==> config.mk <==
export PLATFORM = sky130hd
export DESIGN_NAME = bird_motion
export DESIGN_NICKNAME = d
export VERILOG_FILES = /design/src/rtl/bird_motion.sv
export SDC_FILE = /design/constraint.sdc
export NUM_CORES = 1
export LEC_CHECK = 0
export ABC_AREA = 1
export ABC_CLOCK_PERIOD_IN_PS = 2600
export CORE_AREA = 8 8 90 72
export CTS_CLUSTER_SIZE = 40
export DETAILED_ROUTE_END_ITERATION = 12
export DIE_AREA = 0 0 98 80
export DONT_BUFFER_PORTS = 1
export PLACE_DENSITY = 0.66
export SLEW_MARGIN = 20
export SYNTH_ARGS = -nofsm -noshare
export SYNTH_HDL_FRONTEND = slang
export SYNTH_SLANG_ARGS = --single-unit
==> constraint.sdc <==
create_clock -name clk -period 2.6 [get_ports clk]
set_input_delay 0.39 -clock clk [delete_from_list [all_inputs] [get_ports clk]]
set_output_delay 0.39 -clock clk [all_outputs]
set_load 0.03 [all_outputs]
==> src/rtl/bird_motion.sv <==
// bird_motion: bird vertical physics, wall/floor collision and IDLE/FLY/DEAD control; every output updates one clk after its cause.
// Build option CEILING_KILL_EN: touching the ceiling kills the bird instead of stopping it.
module bird_motion #(
  parameter int SCREEN_H     = 120,
  parameter int BIRD_H       = 4,
  parameter int BIRD_X       = 20,
  parameter int Y_START      = 60,
  parameter int GRAVITY      = 1,
  parameter int FLAP_IMPULSE = 6,
  parameter int MAX_FALL_V   = 7,
  parameter int GAP_H        = 30
) (
  input  logic       clk,
  input  logic       resetn,
  input  logic       frame_tick,
  input  logic       flap,
  input  logic [7:0] wall_x,
  input  logic [6:0] gap_top,
  output logic [6:0] bird_y,
  output logic [4:0] bird_vy,
  output logic [1:0] state,
  output logic       collision
);

  typedef enum logic [1:0] {
    IDLE    = 2'b00,
    FLY     = 2'b01,
    DEAD    = 2'b10,
    ILLEGAL = 2'b11
  } state_t;

  localparam logic signed [9:0] GRAV_S  = 10'(GRAVITY);
  localparam logic signed [9:0] MAX_V_S = 10'(MAX_FALL_V);
  localparam logic signed [9:0] FLAP_V  = 10'(-FLAP_IMPULSE);
  localparam logic signed [9:0] FLOOR_S = 10'(SCREEN_H - BIRD_H);
  localparam logic [6:0]        FLOOR_Y = 7'(SCREEN_H - BIRD_H);
  localparam logic [6:0]        Y_INIT  = 7'(Y_START);
  localparam logic [8:0]        X_LEFT  = 9'(BIRD_X);
  localparam logic [8:0]        X_RIGHT = 9'(BIRD_X + 3);

  state_t st;
  logic   flap_q;
  logic   flap_pend;
  logic   flap_edge;

  logic signed [9:0] vy_cur;
  logic signed [9:0] vy_fall;
  logic signed [9:0] vy_next;
  logic signed [9:0] y_sum;
  logic [8:0]        wall_r;
  logic [7:0]        bird_bot;
  logic [7:0]        gap_bot;
  logic              wall_hit;

  assign state     = st;
  assign flap_edge = flap & ~flap_q;

  always_comb begin
    vy_cur  = $signed({{5{bird_vy[4]}}, bird_vy});
    vy_fall = vy_cur + GRAV_S;
    if (vy_fall > MAX_V_S)
      vy_fall = MAX_V_S;
    // an edge arriving on the tick cycle counts as pending
    vy_next = (flap_pend | flap_edge) ? FLAP_V : vy_fall;
    y_sum   = $signed({3'b000, bird_y}) + vy_next;
  end

  always_comb begin
    wall_r   = {1'b0, wall_x} + 9'd3;
    bird_bot = {1'b0, bird_y} + 8'(BIRD_H);
    gap_bot  = {1'b0, gap_top} + 8'(GAP_H);
    wall_hit = (X_RIGHT >= {1'b0, wall_x}) && (X_LEFT <= wall_r) &&
               ((bird_y < gap_top) || (bird_bot > gap_bot));
  end

  always_ff @(posedge clk) begin
    if (!resetn) begin
      st        <= IDLE;
      bird_y    <= Y_INIT;
      bird_vy   <= '0;
      collision <= 1'b0;
      flap_pend <= 1'b0;
      flap_q    <= 1'b0;
    end else begin
      flap_q <= flap;
      case (st)
        IDLE: begin
          bird_y    <= Y_INIT;
          bird_vy   <= '0;
          collision <= 1'b0;
          flap_pend <= 1'b0;
          if (flap_edge)
            st <= FLY;
        end
        FLY: begin
          // a wall hit freezes motion even if a tick lands on the same cycle
          if (wall_hit) begin
            collision <= 1'b1;
            flap_pend <= 1'b0;
            st        <= DEAD;
          end else begin
            if (flap_edge)
              flap_pend <= 1'b1;
            if (frame_tick) begin
              flap_pend <= 1'b0;
              if (y_sum >= FLOOR_S) begin
                bird_y    <= FLOOR_Y;
                bird_vy   <= vy_next[4:0];
                collision <= 1'b1;
                st        <= DEAD;
              end else if (y_sum < 10'sd0) begin
                bird_y <= '0;
`ifdef CEILING_KILL_EN
                bird_vy   <= vy_next[4:0];
                collision <= 1'b1;
                st        <= DEAD;
`else
                bird_vy <= '0;
`endif
              end else begin
                bird_y  <= y_sum[6:0];
                bird_vy <= vy_next[4:0];
              end
            end
          end
        end
        DEAD: begin
          collision <= 1'b1;
          if (flap_edge) begin
            st        <= IDLE;
            bird_y    <= Y_INIT;
            bird_vy   <= '0;
            collision <= 1'b0;
          end
        end
        default: begin
          st        <= IDLE;
          bird_y    <= Y_INIT;
          bird_vy   <= '0;
          collision <= 1'b0;
          flap_pend <= 1'b0;
        end
      endcase
    end
  end

endmodule

Word-level counts from Yosys, hierarchy flattened
Index checks and enable logic that the tools add are counted.
{"block": "op_classes", "addsub": 5, "n_lt_le_gt_ge": 7, "n_eq_ne": 9, "n_mux": 29, "bitwise_logic": 4, "n_reduce_logical": 8}
{"cell": "7-bit 2-to-1 mux", "count": 5}
{"cell": "5-bit 2-to-1 mux", "count": 5}
{"cell": "10-bit 2-to-1 mux", "count": 2}
{"cell": "7-bit one-hot mux with 2 select lines", "count": 1}
{"cell": "8-bit by 10-bit adder with 10-bit output", "count": 1}
{"cell": "10-bit by 8-bit greater-or-equal comparator with 1-bit output (second input constant)", "count": 1}
{"cell": "10-bit by 1-bit < comparator with 1-bit output (second input constant)", "count": 1}
{"cell": "2-bit 2-to-1 mux", "count": 5}
{"cell": "5-bit one-hot mux with 2 select lines", "count": 1}
{"cell": "8-bit by 2-bit adder with 9-bit output (second input constant)", "count": 1}
{"cell": "5-bit by 9-bit <= comparator with 1-bit output (first input constant)", "count": 1}
{"cell": "7-bit by 3-bit adder with 8-bit output (second input constant)", "count": 1}
{"cell": "7-bit by 5-bit adder with 8-bit output (second input constant)", "count": 1}
{"cell": "5-bit by 8-bit greater-or-equal comparator with 1-bit output (first input constant)", "count": 1}
{"cell": "8-bit greater-than comparator", "count": 1}
{"cell": "2-bit != test (second input constant)", "count": 4}
{"cell": "7-bit < comparator", "count": 1}
{"cell": "1-bit 2-to-1 mux", "count": 7}
{"cell": "5-bit by 2-bit adder with 6-bit output (second input constant)", "count": 1}
{"cell": "6-bit by 4-bit greater-than comparator with 1-bit output (second input constant)", "count": 1}
{"cell": "3-bit != test (second input constant)", "count": 2}
{"cell": "2-bit one-hot mux with 3 select lines", "count": 1}
{"cell": "4-bit != test (second input constant)", "count": 1}
{"cell": "1-bit one-hot mux with 2 select lines", "count": 2}
{"cell": "other kinds (11)", "count": 14}
{"block": "totals", "reg_bits": 17, "in_bits": 19, "output_inout_bits": 15, "word_cells": 68}

Depth between registers and ports, before layout
Gate-level depths: netlist of run 1.
{"block": "depth", "depth_word": 11, "depth_mapped": 26, "ltp_nobuf": 26}

Worst setup path before layout of run 1
OpenSTA, ideal clock, no wires.
{"block": "synth_path", "kind": "register to register", "from": "register bird_vy[1]", "to": "register st[0], in the netlist state[0]", "setup_time_ns": 0.114, "t_arrival_ns": 2.779, "required_ns": 2.486, "setup_slack_ns": -0.293, "path_stages_with_launch": 25, "n_path_buf": 0, "period_less_slack_ns": 2.893, "path_cell_list": "dfxtp_1 ha_1 nand2_1 nand2_1 nand3_1 o21ai_0 o21ai_0 inv_1 ha_1 inv_1 fa_1 inv_1 nand3_1 nand3b_1 nand2_1 inv_1 nand2_1 inv_1 nand3_2 nand2_2 nand3_2 nand2_2 nand2_2 nor2_1 nor2_2"}
{"block": "synth_between", "elab_chain_len": 8}
{"element": "start, declared", "line_no": "20", "source": "output logic [4:0] bird_vy,"}
{"element": "start signal, assigned", "line_no": "108", "source": "bird_vy <= vy_next[4:0];"}
{"element": "start signal, assigned", "line_no": "122", "source": "bird_vy <= vy_next[4:0];"}
{"element": "5-bit by 2-bit adder with 6-bit output *", "line_no": "60", "source": "vy_fall = vy_cur + GRAV_S;"}
{"element": "6-bit by 4-bit greater-than comparator with 1-bit output", "line_no": "61", "source": "if (vy_fall > MAX_V_S)"}
{"element": "10-bit 2-to-1 mux *", "line_no": "61"}
{"element": "10-bit 2-to-1 mux *", "line_no": "64", "source": "vy_next = (flap_pend | flap_edge) ? FLAP_V : vy_fall;"}
{"element": "8-bit by 10-bit adder with 10-bit output *", "line_no": "65", "source": "y_sum = $signed({3'b000, bird_y}) + vy_next;"}
{"element": "10-bit by 8-bit greater-or-equal comparator with 1-bit output *", "line_no": "106", "source": "if (y_sum >= FLOOR_S) begin"}
{"element": "3-bit != test (no source line) *"}
{"element": "4-bit AND reduction (no source line) *"}
{"element": "end signal, assigned", "line_no": "78", "source": "st <= IDLE;"}
{"element": "end signal, assigned", "line_no": "100", "source": "st <= DEAD;"}
{"element": "end signal, assigned", "line_no": "110", "source": "st <= DEAD;"}
{"element": "end, declared", "line_no": "41", "source": "state_t st;"}
Mark *: on every way between the ends. The rest lies on a longest branch, timed or not.
A chain may end at the register's enable or synchronous reset.

Final worst setup path of run 1
{"block": "layout_path", "from": "register bird_vy[0]", "to": "register st[0], in the netlist state[0]"}
The elaborated chain is that of the path after synthesis.

==> impl_metrics.env, run 1 <==
export IMPL_hold_end="bird_y[3]"
export IMPL_ios=34
export IMPL_crit_type="reg2reg"
export IMPL_gp_congestion=0.831
export IMPL_layout_min_cycle_time_ns=2.74
export IMPL_failed_checks="setup timing"
export IMPL_p_leak_nw=1.32
export IMPL_hold_violations=0
export IMPL_maxCapViolCount=0
export IMPL_synthTopCellsByCount="nand2_1, inv_1, ha_1, nor2_1, a21oi_1"
export IMPL_final_nets=397
export IMPL_synthArstFlopShare_pct=0
export IMPL_hp_start="resetn"
export IMPL_syn_area_um2=1970
export IMPL_arrival_ns=2.95
export IMPL_netlist_area_leader_share_pct=19.7
export IMPL_ys_ff_latch=17
export IMPL_cts_root_buf="clkbuf_8"
export IMPL_tightest_slew_ns=0.359
export IMPL_vias=1981
export IMPL_area_growth_pct=29.9
export IMPL_pwr_share_seq_pct=15.5
export IMPL_synth_cell_type_count=26
export IMPL_regArea_um2=363
export IMPL_antenna_found_initial=0
export IMPL_status="finished with violations"
export IMPL_cts_sinks=17
export IMPL_postRouteAntennaNets=0
export IMPL_rrSetupSlack_ns=-0.14
export IMPL_avgViaCountPerCell=4.87
export IMPL_wl_per_cell_um=12.4
export IMPL_ys_flop_type="dfxtp_1"
export IMPL_grt_max_degree=18
export IMPL_p_sw_w=0.00180
export IMPL_p_int_w=0.00153
export IMPL_ys_warn_count=0
export IMPL_synthTopCellsByArea="ha_1, dfxtp_1, nand2_1"
export IMPL_cp_end_kind="flip-flop"
export IMPL_clk_pin_slew_ns=0.08
export IMPL_dp_hpwl_um=4040
export IMPL_post_route_worst_setup_slack_ns=-0.140
export IMPL_yosysSeqAreaShare_pct=17.3
export IMPL_min_delay_path_depth=1
export IMPL_slew_viol_final=0
export IMPL_powerDensity_nw_per_um2=1300
export IMPL_worstPathMaxFanout=5
export IMPL_pwr_share_comb_pct=78.0
export IMPL_cts_buffer_depth=2
export IMPL_cts_tree="done"
export IMPL_start_util_pct=38.6
export IMPL_worstPathRequired_ns=2.81
export IMPL_drc=0
export IMPL_synth_nets=359
export IMPL_syn_inst=308
export IMPL_rsz0062_at_grt="true"
export IMPL_grt_pass1_vias=1838
export IMPL_final_setup_skew_ns=0.00144
export IMPL_coreArea_um2=5090
export IMPL_gr_total_overflow=0
export IMPL_hold_class="in2reg"
export IMPL_finalSetupViolations=8
export IMPL_dr_first_iter_drc_count=82
export IMPL_grt_pass1_wl_um=8140
export IMPL_drive_gt1_share_pct=27.5
export IMPL_rows=23
export IMPL_dieWidth_um=98
export IMPL_routed_wl_um=5040
export IMPL_yosysTopAreaCell="ha_1"
export IMPL_pwr_share_clk_pct=6.5
export IMPL_multi_input_area_um2=1560
export IMPL_timing_rr_start="bird_vy[0]"
export IMPL_htreeDepth=1
export IMPL_reg2reg_depth=25
export IMPL_rr_endpoint="state[0]"
export IMPL_switching_share_pct=54.0
export IMPL_fmax_mhz=365
export IMPL_dieHeight_um=80
export IMPL_dr_pass1_iters=4
export IMPL_synth_edf_count=0
export IMPL_ir_worst_vdd_mv=0.647
export IMPL_place_area_um2=2270
export IMPL_yosysMostFrequentCell="nand2_1"
export IMPL_fin_crit_sh_pct=105
export IMPL_diodes=0
export IMPL_fp_dieArea_um2=7840
export IMPL_worstSkewPairLatency_ns=0.26
export IMPL_slew_headroom_pct=76.0
export IMPL_post_route_util_pct=50.1
export IMPL_grt_total_usage_pct=12.5
export IMPL_post_synth_cell_area_avg_um2=6.38
export IMPL_final_cell_area_um2=2550
export IMPL_n_fill_cell=492
export IMPL_cts_buffers=3
export IMPL_portBuffers=0
export IMPL_critPathLaunchType="flip-flop"
-- flip-flops by register name, summed over array words and instances, names as in the netlist --
signal,flops
bird_y,7
bird_vy,5
state,2
collision,1
flap_pend,1
flap_q,1
-- layout by cell type (no fill, tap or decap), drive strengths merged --
cell type	n
o21bai	1
clkinvlp	2
fa	1
dfxtp	17
nand2	75
o21ai	20
inv	60
buf	35
xnor2	1
a22oi	1
nand3	23
nor3	2
clkinv	1
nand3b	1
nor2	32
xor2	6
ha	31
or2	1
clkbuf	3
a31oi	1
nand4	5
o211ai	4
a21oi	22
-- worst max-delay path, cell delays in order, from the launching register on --
cell	delay [ns]
dfxtp_4	0.39
ha_4	0.15
nand2_4	0.06
nand2_4	0.08
nand3_4	0.07
o21ai_4	0.08
o21ai_1	0.08
inv_1	0.08
ha_2	0.18
inv_2	0.04
fa_2	0.37
inv_2	0.08
nand3_2	0.08
nand3b_1	0.09
nand2_1	0.06
inv_2	0.05
nand2_1	0.04
inv_1	0.07
nand3_2	0.09
nand2_2	0.10
nand3_2	0.09
nand2_2	0.08
nand2_2	0.06
nand2_1	0.08
nand2_1	0.06
nor2_2	0.07
-- stage by stage --
stage	setup TNS, ns	hold WS (ns)	total power (W)	std cells	setup slack, ns
after floorplan	0	0.483	0.00213	308	0.0395
after global placement	-0.0137	0.478	0.00272	397	-0.0108
after detailed placement	-0.835	0.484	0.00275	397	-0.121
after CTS	-0.0452	0.209	0.00304	403	-0.0452
after global routing	-3.27	0.217	0.00369	407	-0.375
final	-0.477	0.216	0.00333	407	-0.140
-- logic make-up after synthesis --
| kind of cell | after synthesis | share of synthesized area [%] |
|---|---|---|
| adder cells (fa/ha/maj) | 32 | 20.8 |
| AO/OA/AOI/OAI | 49 | 13.3 |
| AND/OR/NAND/NOR | 139 | 32.4 |
| buffers and inverters | 64 | 13.1 |
| flip-flops | 17 | 17.3 |
| XOR/XNOR | 7 | 3.12 |
-- power groups by stage --
stage               clock, W  sequential [W]  combinational, W
finish              0.000216        0.000517           0.00259
global route        0.000238        0.000536           0.00292
CTS                 0.000220        0.000507           0.00232
detailed placement         0        0.000506           0.00224
global placement           0        0.000503           0.00222
floorplan                  0        0.000644           0.00149
-- repair_timing --
action / in CTS / in global routing
hold buffers: 0 / 0
gates resized for setup: 15 / 34
buffers inserted: 2 / 4
pin swaps: 3 / 14
endpoints found under the setup margin: 9 / 16
-- how the worst max path moves through the flow --
stage / start / to / slack (ns) / depth (start not counted)
CTS: bird_vy[0] / state[0] / -0.05 / 25
global placement: bird_vy[3] / state[0] / -0.01 / 23
detailed placement: bird_vy[0] / state[0] / -0.12 / 25
finish: bird_vy[0] / state[0] / -0.14 / 25
floorplan: bird_vy[0] / state[0] / 0.04 / 26
global route: bird_vy[3] / state[0] / -0.37 / 24
-- metal layers --
metal | share of wire, % | GRT usage (%)
met2 | 44 | 20.9
met1 | 47 | 15.2
met5 | 0 | 0
met3 | 7.5 | 4.18
met4 | 0.89 | 2.79
-- area by class of cell --
| class | count | area share (%) |
|---|---|---|
| multi-input combinational | 227 | 61.1 |
| sequential | 17 | 14.2 |
| timing repair buffer | 35 | 10.4 |
| inverter | 62 | 9.41 |
| tap | 62 | 3.04 |
| clock buffer | 3 | 1.62 |
| clock inverter | 1 | 0.196 |
Note: power is estimated with default switching activity, not from simulation.
==> run 2: changes to the inputs <==
--- a/config.mk
+++ b/config.mk
@@ -7,12 +7,12 @@
 export LEC_CHECK = 0
 export ABC_AREA = 1
 export ABC_CLOCK_PERIOD_IN_PS = 2600
-export CORE_AREA = 8 8 90 72
+export CORE_AREA = 2 2 104 81
 export CTS_CLUSTER_SIZE = 40
 export DETAILED_ROUTE_END_ITERATION = 12
-export DIE_AREA = 0 0 98 80
+export DIE_AREA = 0 0 106 83
 export DONT_BUFFER_PORTS = 1
-export PLACE_DENSITY = 0.66
+export PLACE_DENSITY = 0.43
 export SLEW_MARGIN = 20
 export SYNTH_ARGS = -nofsm -noshare
 export SYNTH_HDL_FRONTEND = slang
==> impl_metrics.env, run 2 (same netlist as run 1, synthesis figures left out) <==
export IMPL_crit_type="reg2reg"
export IMPL_cts_sinks=17
export IMPL_p_leak_nw=1.39
export IMPL_min_delay_path_depth=1
export IMPL_critPathLaunchType="flip-flop"
export IMPL_arrival_ns=2.85
export IMPL_fin_cells=465
export IMPL_hp_start="resetn"
export IMPL_antenna_found_initial=0
export IMPL_fin_crit_sh_pct=102
export IMPL_area_growth_pct=39.1
export IMPL_top_register="bird_y"
export IMPL_fp_dieArea_um2=8800
export IMPL_dieHeight_um=83
export IMPL_ir_worst_vdd_mv=0.531
export IMPL_rows=28
export IMPL_hold_violations=0
export IMPL_vias=2003
export IMPL_final_common_cell="nand2_1"
export IMPL_grt_total_usage_pct=12.5
export IMPL_worstPathRequired_ns=2.81
export IMPL_drc=0
export IMPL_finalSetupViolations=1
export IMPL_drive_gt1_share_pct=33.3
export IMPL_n_fill_cell=833
export IMPL_postCtsHoldBufs=0
export IMPL_clk_pin_slew_ns=0.08
export IMPL_fmax_mhz=378
export IMPL_status="finished with violations"
export IMPL_timing_rr_start="bird_vy[0]"
export IMPL_diodes=0
export IMPL_portBuffers=0
export IMPL_grt_pass1_wl_um=8910
export IMPL_tightest_slew_ns=0.415
export IMPL_cts_buffers=3
export IMPL_dr_first_iter_drc_count=63
export IMPL_maxCapViolCount=0
export IMPL_post_route_util_pct=35.3
export IMPL_htreeDepth=1
export IMPL_failed_checks="setup timing"
export IMPL_cts_tree="done"
export IMPL_gp_congestion=0.804
export IMPL_gr_total_overflow=0
export IMPL_dr_pass1_iters=4
export IMPL_avgViaCountPerCell=4.31
export IMPL_rsz0062_at_grt="true"
export IMPL_rr_endpoint="state[0]"
export IMPL_dp_hpwl_um=4290
export IMPL_start_util_pct=25.4
export IMPL_cp_end_kind="flip-flop"
export IMPL_routed_wl_um=5370
export IMPL_post_route_worst_setup_slack_ns=-0.0443
export IMPL_worstSkewPairLatency_ns=0.26
export IMPL_grt_max_degree=18
export IMPL_hold_end="bird_y[4]"
export IMPL_cts_root_buf="clkbuf_8"
export IMPL_postRouteAntennaNets=0
export IMPL_final_nets=412
export IMPL_layout_min_cycle_time_ns=2.64
export IMPL_ios=34
export IMPL_coreArea_um2=7740
export IMPL_slew_headroom_pct=72.0
export IMPL_dp_slack_ns=-0.139
export IMPL_largest_reg_flops=7
export IMPL_layout_common_cells="nand2_1, inv_1, buf_4"
export IMPL_slew_viol_final=0
export IMPL_dieWidth_um=106
export IMPL_fin_setup_tns_ns=-0.0443
export IMPL_dp_cells=455
export IMPL_final_setup_skew_ns=0.00451
export IMPL_powerDensity_nw_per_um2=1330
export IMPL_rrSetupSlack_ns=-0.04
export IMPL_worstPathMaxFanout=3
export IMPL_hold_class="in2reg"
export IMPL_grt_pass1_vias=1904
export IMPL_cts_buffer_depth=2
export IMPL_reg2reg_depth=24
export IMPL_wl_per_cell_um=11.5
==> run 2: worst max-delay path by stage <==
stage | startpoint | end | slack, ns
global route | bird_vy[0] | state[0] | -0.25
CTS | bird_vy[0] | state[0] | -0.11
global placement | gap_top[1] | bird_vy[0] | -0.06
detailed placement | bird_vy[0] | state[0] | -0.14
floorplan | bird_vy[0] | state[0] | 0.04
finish | bird_vy[0] | state[0] | -0.04
==> run 2: routing by layer <==
metal	global-route usage [%]	wire, um
met1	17.5	2850
met2	19.4	2290
met3	2.90	178
met4	2.87	46
met5	0	0
==> run 2: cell type report <==
cell class / count / area, um^2 / share of cell area, %
tap: 105 / 131 / 4.80
timing repair buffer: 50 / 375 / 13.7
sequential: 17 / 363 / 13.3
inverter: 62 / 236 / 8.65
clock buffer: 4 / 45.0 / 1.65
multi-input combinational: 227 / 1580 / 57.9
==> run 2: worst max-delay path, cell delays in order (launching register included) <==
cell	delay [ns]
dfxtp_4	0.37
ha_4	0.17
nand2_4	0.07
nand2_4	0.07
o21ai_4	0.15
o21ai_2	0.06
inv_1	0.07
ha_2	0.18
inv_2	0.04
fa_2	0.35
inv_2	0.08
nand3_2	0.07
nand3b_1	0.10
nand2_1	0.07
inv_2	0.06
nand2_2	0.04
inv_2	0.04
nand3_2	0.06
nand2_2	0.10
nand3_2	0.08
nand2_2	0.09
nand2_4	0.06
nand2_1	0.08
nand2_1	0.06
nor2_2	0.07
==> run 2: through the flow <==
stage	instance area [um^2]	total power, W	hold slack [ns]
2_1_floorplan	2000	0.00213	0.483
3_3_place_gp	2430	0.00298	0.479
3_5_place_dp	2430	0.00297	0.483
4_1_cts	2510	0.00325	0.201
5_1_grt	2740	0.00402	0.200
6_report	2740	0.00363	0.209
==> run 2: repair_timing <==
action / in CTS / in global routing
pin swaps: 7 / 16
buffers inserted: 0 / 6
resized for setup: 14 / 47
endpoints found under the setup margin: 10 / 16
==> run 2: where the power goes <==
part | total (W) | internal [W] | switching [W]
registers | 0.000530 | 0.000372 | 0.000157
clock network | 0.000217 | 0.000109 | 0.000108
logic | 0.00288 | 0.00125 | 0.00164
total | 0.00363 | 0.00173 | 0.00190
==> run 3: changes to the inputs <==
--- a/config.mk
+++ b/config.mk
@@ -8,6 +8,7 @@
 export ABC_AREA = 1
 export ABC_CLOCK_PERIOD_IN_PS = 2600
 export CORE_AREA = 2 2 104 81
+export CTS_BUF_LIST = sky130_fd_sc_hd__clkbuf_16
 export CTS_CLUSTER_SIZE = 40
 export DETAILED_ROUTE_END_ITERATION = 12
 export DIE_AREA = 0 0 106 83
==> impl_metrics.env, run 3 (same netlist as run 1, synthesis figures left out) <==
export IMPL_cp_num_buf_inv=5
export IMPL_portBuffers=0
export IMPL_cts_buffer_depth=2
export IMPL_crit_slowest_cell="fa_2"
export IMPL_switching_share_pct=51.3
export IMPL_pwr_share_clk_pct=8.6
export IMPL_p_int_w=0.00183
export IMPL_start_util_pct=25.4
export IMPL_ir_worst_vdd_mv=0.517
export IMPL_n_fill_cell=836
export IMPL_rows=28
export IMPL_grtUsageMet2_pct=19.4
export IMPL_p_sw_w=0.00193
export IMPL_worstPathMaxFanout=3
export IMPL_slew_viol_final=0
export IMPL_area_growth_pct=41.0
export IMPL_critPathLaunchType="flip-flop"
export IMPL_p_leak_nw=1.39
export IMPL_hold_class="in2reg"
export IMPL_htreeDepth=1
export IMPL_worstPathRequired_ns=2.79
export IMPL_vias=1977
export IMPL_fmax_mhz=368
export IMPL_crit_type="reg2reg"
export IMPL_post_route_worst_setup_slack_ns=-0.120
export IMPL_cp_end_kind="flip-flop"
export IMPL_cts_root_buf="clkbuf_16"
export IMPL_timing_rr_start="bird_vy[0]"
export IMPL_layout_common_cells="nand2_1, inv_1, buf_4"
export IMPL_dp_slack_ns=-0.139
export IMPL_status="finished with violations"
export IMPL_avgViaCountPerCell=4.28
export IMPL_ios=34
export IMPL_grt_pass1_wl_um=8960
export IMPL_reg2reg_depth=24
export IMPL_final_common_cell="nand2_1"
export IMPL_coreArea_um2=7740
export IMPL_grt_max_degree=18
export IMPL_maxCapViolCount=0
export IMPL_final_nets=409
export IMPL_crit_chain="ha_4 -> nand2_2 -> nand2_4 -> o21ai_4 -> o21ai_2 -> inv_1 -> ha_2 -> inv_2 -> fa_2 -> inv_2 -> nand3_2 -> nand3b_1 -> nand2_1 -> inv_2 -> nand2_2 -> inv_2 -> nand3_2 -> nand2_2 -> nand3_2 -> nand2_2 -> nand2_4 -> nand2_1 -> nand2_1 -> nor2_2"
export IMPL_dp_hpwl_um=4290
export IMPL_postCtsHoldBufs=0
export IMPL_dr_first_iter_drc_count=52
export IMPL_pwr_share_seq_pct=14.2
export IMPL_grtUsageMet1_pct=17.8
export IMPL_dr_pass1_iters=4
export IMPL_hold_violations=0
export IMPL_final_setup_skew_ns=0.00432
export IMPL_rsz0062_at_grt="true"
export IMPL_min_delay_path_depth=1
export IMPL_gr_total_overflow=0
export IMPL_largest_reg_flops=7
export IMPL_grt_total_usage_pct=12.4
export IMPL_crit_path_start="bird_vy[0]"
export IMPL_cts_sinks=17
export IMPL_finalSetupViolations=4
export IMPL_dieHeight_um=83
export IMPL_layout_min_cycle_time_ns=2.72
export IMPL_tightest_slew_ns=0.421
export IMPL_fin_crit_sh_pct=105
export IMPL_diodes=0
export IMPL_pwr_share_comb_pct=77.2
export IMPL_cp_top_family="simple AND/OR/NAND/NOR gates"
export IMPL_worstSkewPairLatency_ns=0.25
export IMPL_grt_pass1_vias=1909
export IMPL_power_w=0.00375
export IMPL_arrival_ns=2.91
export IMPL_slowest_delay_ns=0.37
export IMPL_postRouteAntennaNets=0
export IMPL_routed_wl_um=5320
export IMPL_gp_congestion=0.804
export IMPL_clk_pin_slew_ns=0.06
export IMPL_wl_per_cell_um=11.5
export IMPL_dieWidth_um=106
export IMPL_drc=0
export IMPL_failed_checks="setup timing"
export IMPL_drive_gt1_share_pct=33.6
export IMPL_hp_start="resetn"
export IMPL_cp_depth=24
export IMPL_antenna_found_initial=0
export IMPL_cts_buffers=3
export IMPL_busiest_layer="met2"
export IMPL_slew_headroom_pct=71.6
export IMPL_top_register="bird_y"
export IMPL_grtUsageMet3_pct=2.59
export IMPL_fp_dieArea_um2=8800
export IMPL_powerDensity_nw_per_um2=1350
export IMPL_cts_tree="done"
-- run 3: cell types whose count changed in the layout (fill, tap and decap cells not counted), sizes merged --
cell and delta:
clkbuf -1, inv +1, buf -3
-- run 3: path summary, 6_finish.rpt --
check                            endpoint  slack, ns
worst max-delay path             state[0]      -0.12
worst min-delay path            bird_y[4]       0.22
worst min register to register  bird_y[4]       0.53
worst max register to register   state[0]      -0.12
-- run 3: timing repair --
action | 4_1_cts | 5_1_grt
setup buffers | 0 | 3
resized for setup | 13 | 55
endpoints found under the setup margin | 10 | 16
pin swaps | 1 | 16
-- run 3: power by group through the flow --
stage	clock network [W]	registers [W]	logic [W]
2_1_floorplan	0	0.000644	0.00149
3_3_place_gp	0	0.000511	0.00247
3_5_place_dp	0	0.000511	0.00246
4_1_cts	0.000334	0.000507	0.00252
5_1_grt	0.000345	0.000552	0.00326
6_report	0.000322	0.000535	0.00290
-- run 3: per-stage QoR --
step | cells | instance area (um^2) | hold WS [ns] | TNS [ns] | util [%]
after global placement | 455 | 2430 | 0.479 | -0.439 | 31.4
after CTS | 459 | 2550 | 0.218 | -0.0691 | 32.9
after detailed placement | 455 | 2430 | 0.483 | -0.854 | 31.4
after global routing | 462 | 2770 | 0.216 | -1.92 | 35.8
final | 462 | 2770 | 0.223 | -0.275 | 35.8
after floorplan | 308 | 2000 | 0.483 | 0 | -
-- run 3: final cells by class --
type / instances / area, um^2 / area share (%)
repair buffers: 47 / 360 / 13.0
well taps: 105 / 131 / 4.74
multi-input cells: 227 / 1600 / 57.7
inverters: 62 / 236 / 8.53
flip-flops and latches: 17 / 365 / 13.2
clock buffers: 3 / 75.1 / 2.71
clock inverters: 1 / 3.75 / 0.135
-- run 3: layer usage --
metal	up-vias	share of wire [%]
li1	1088	-
met1	862	54
met3	2	3.5
met4	0	0.26
met2	25	42
met5	-	0
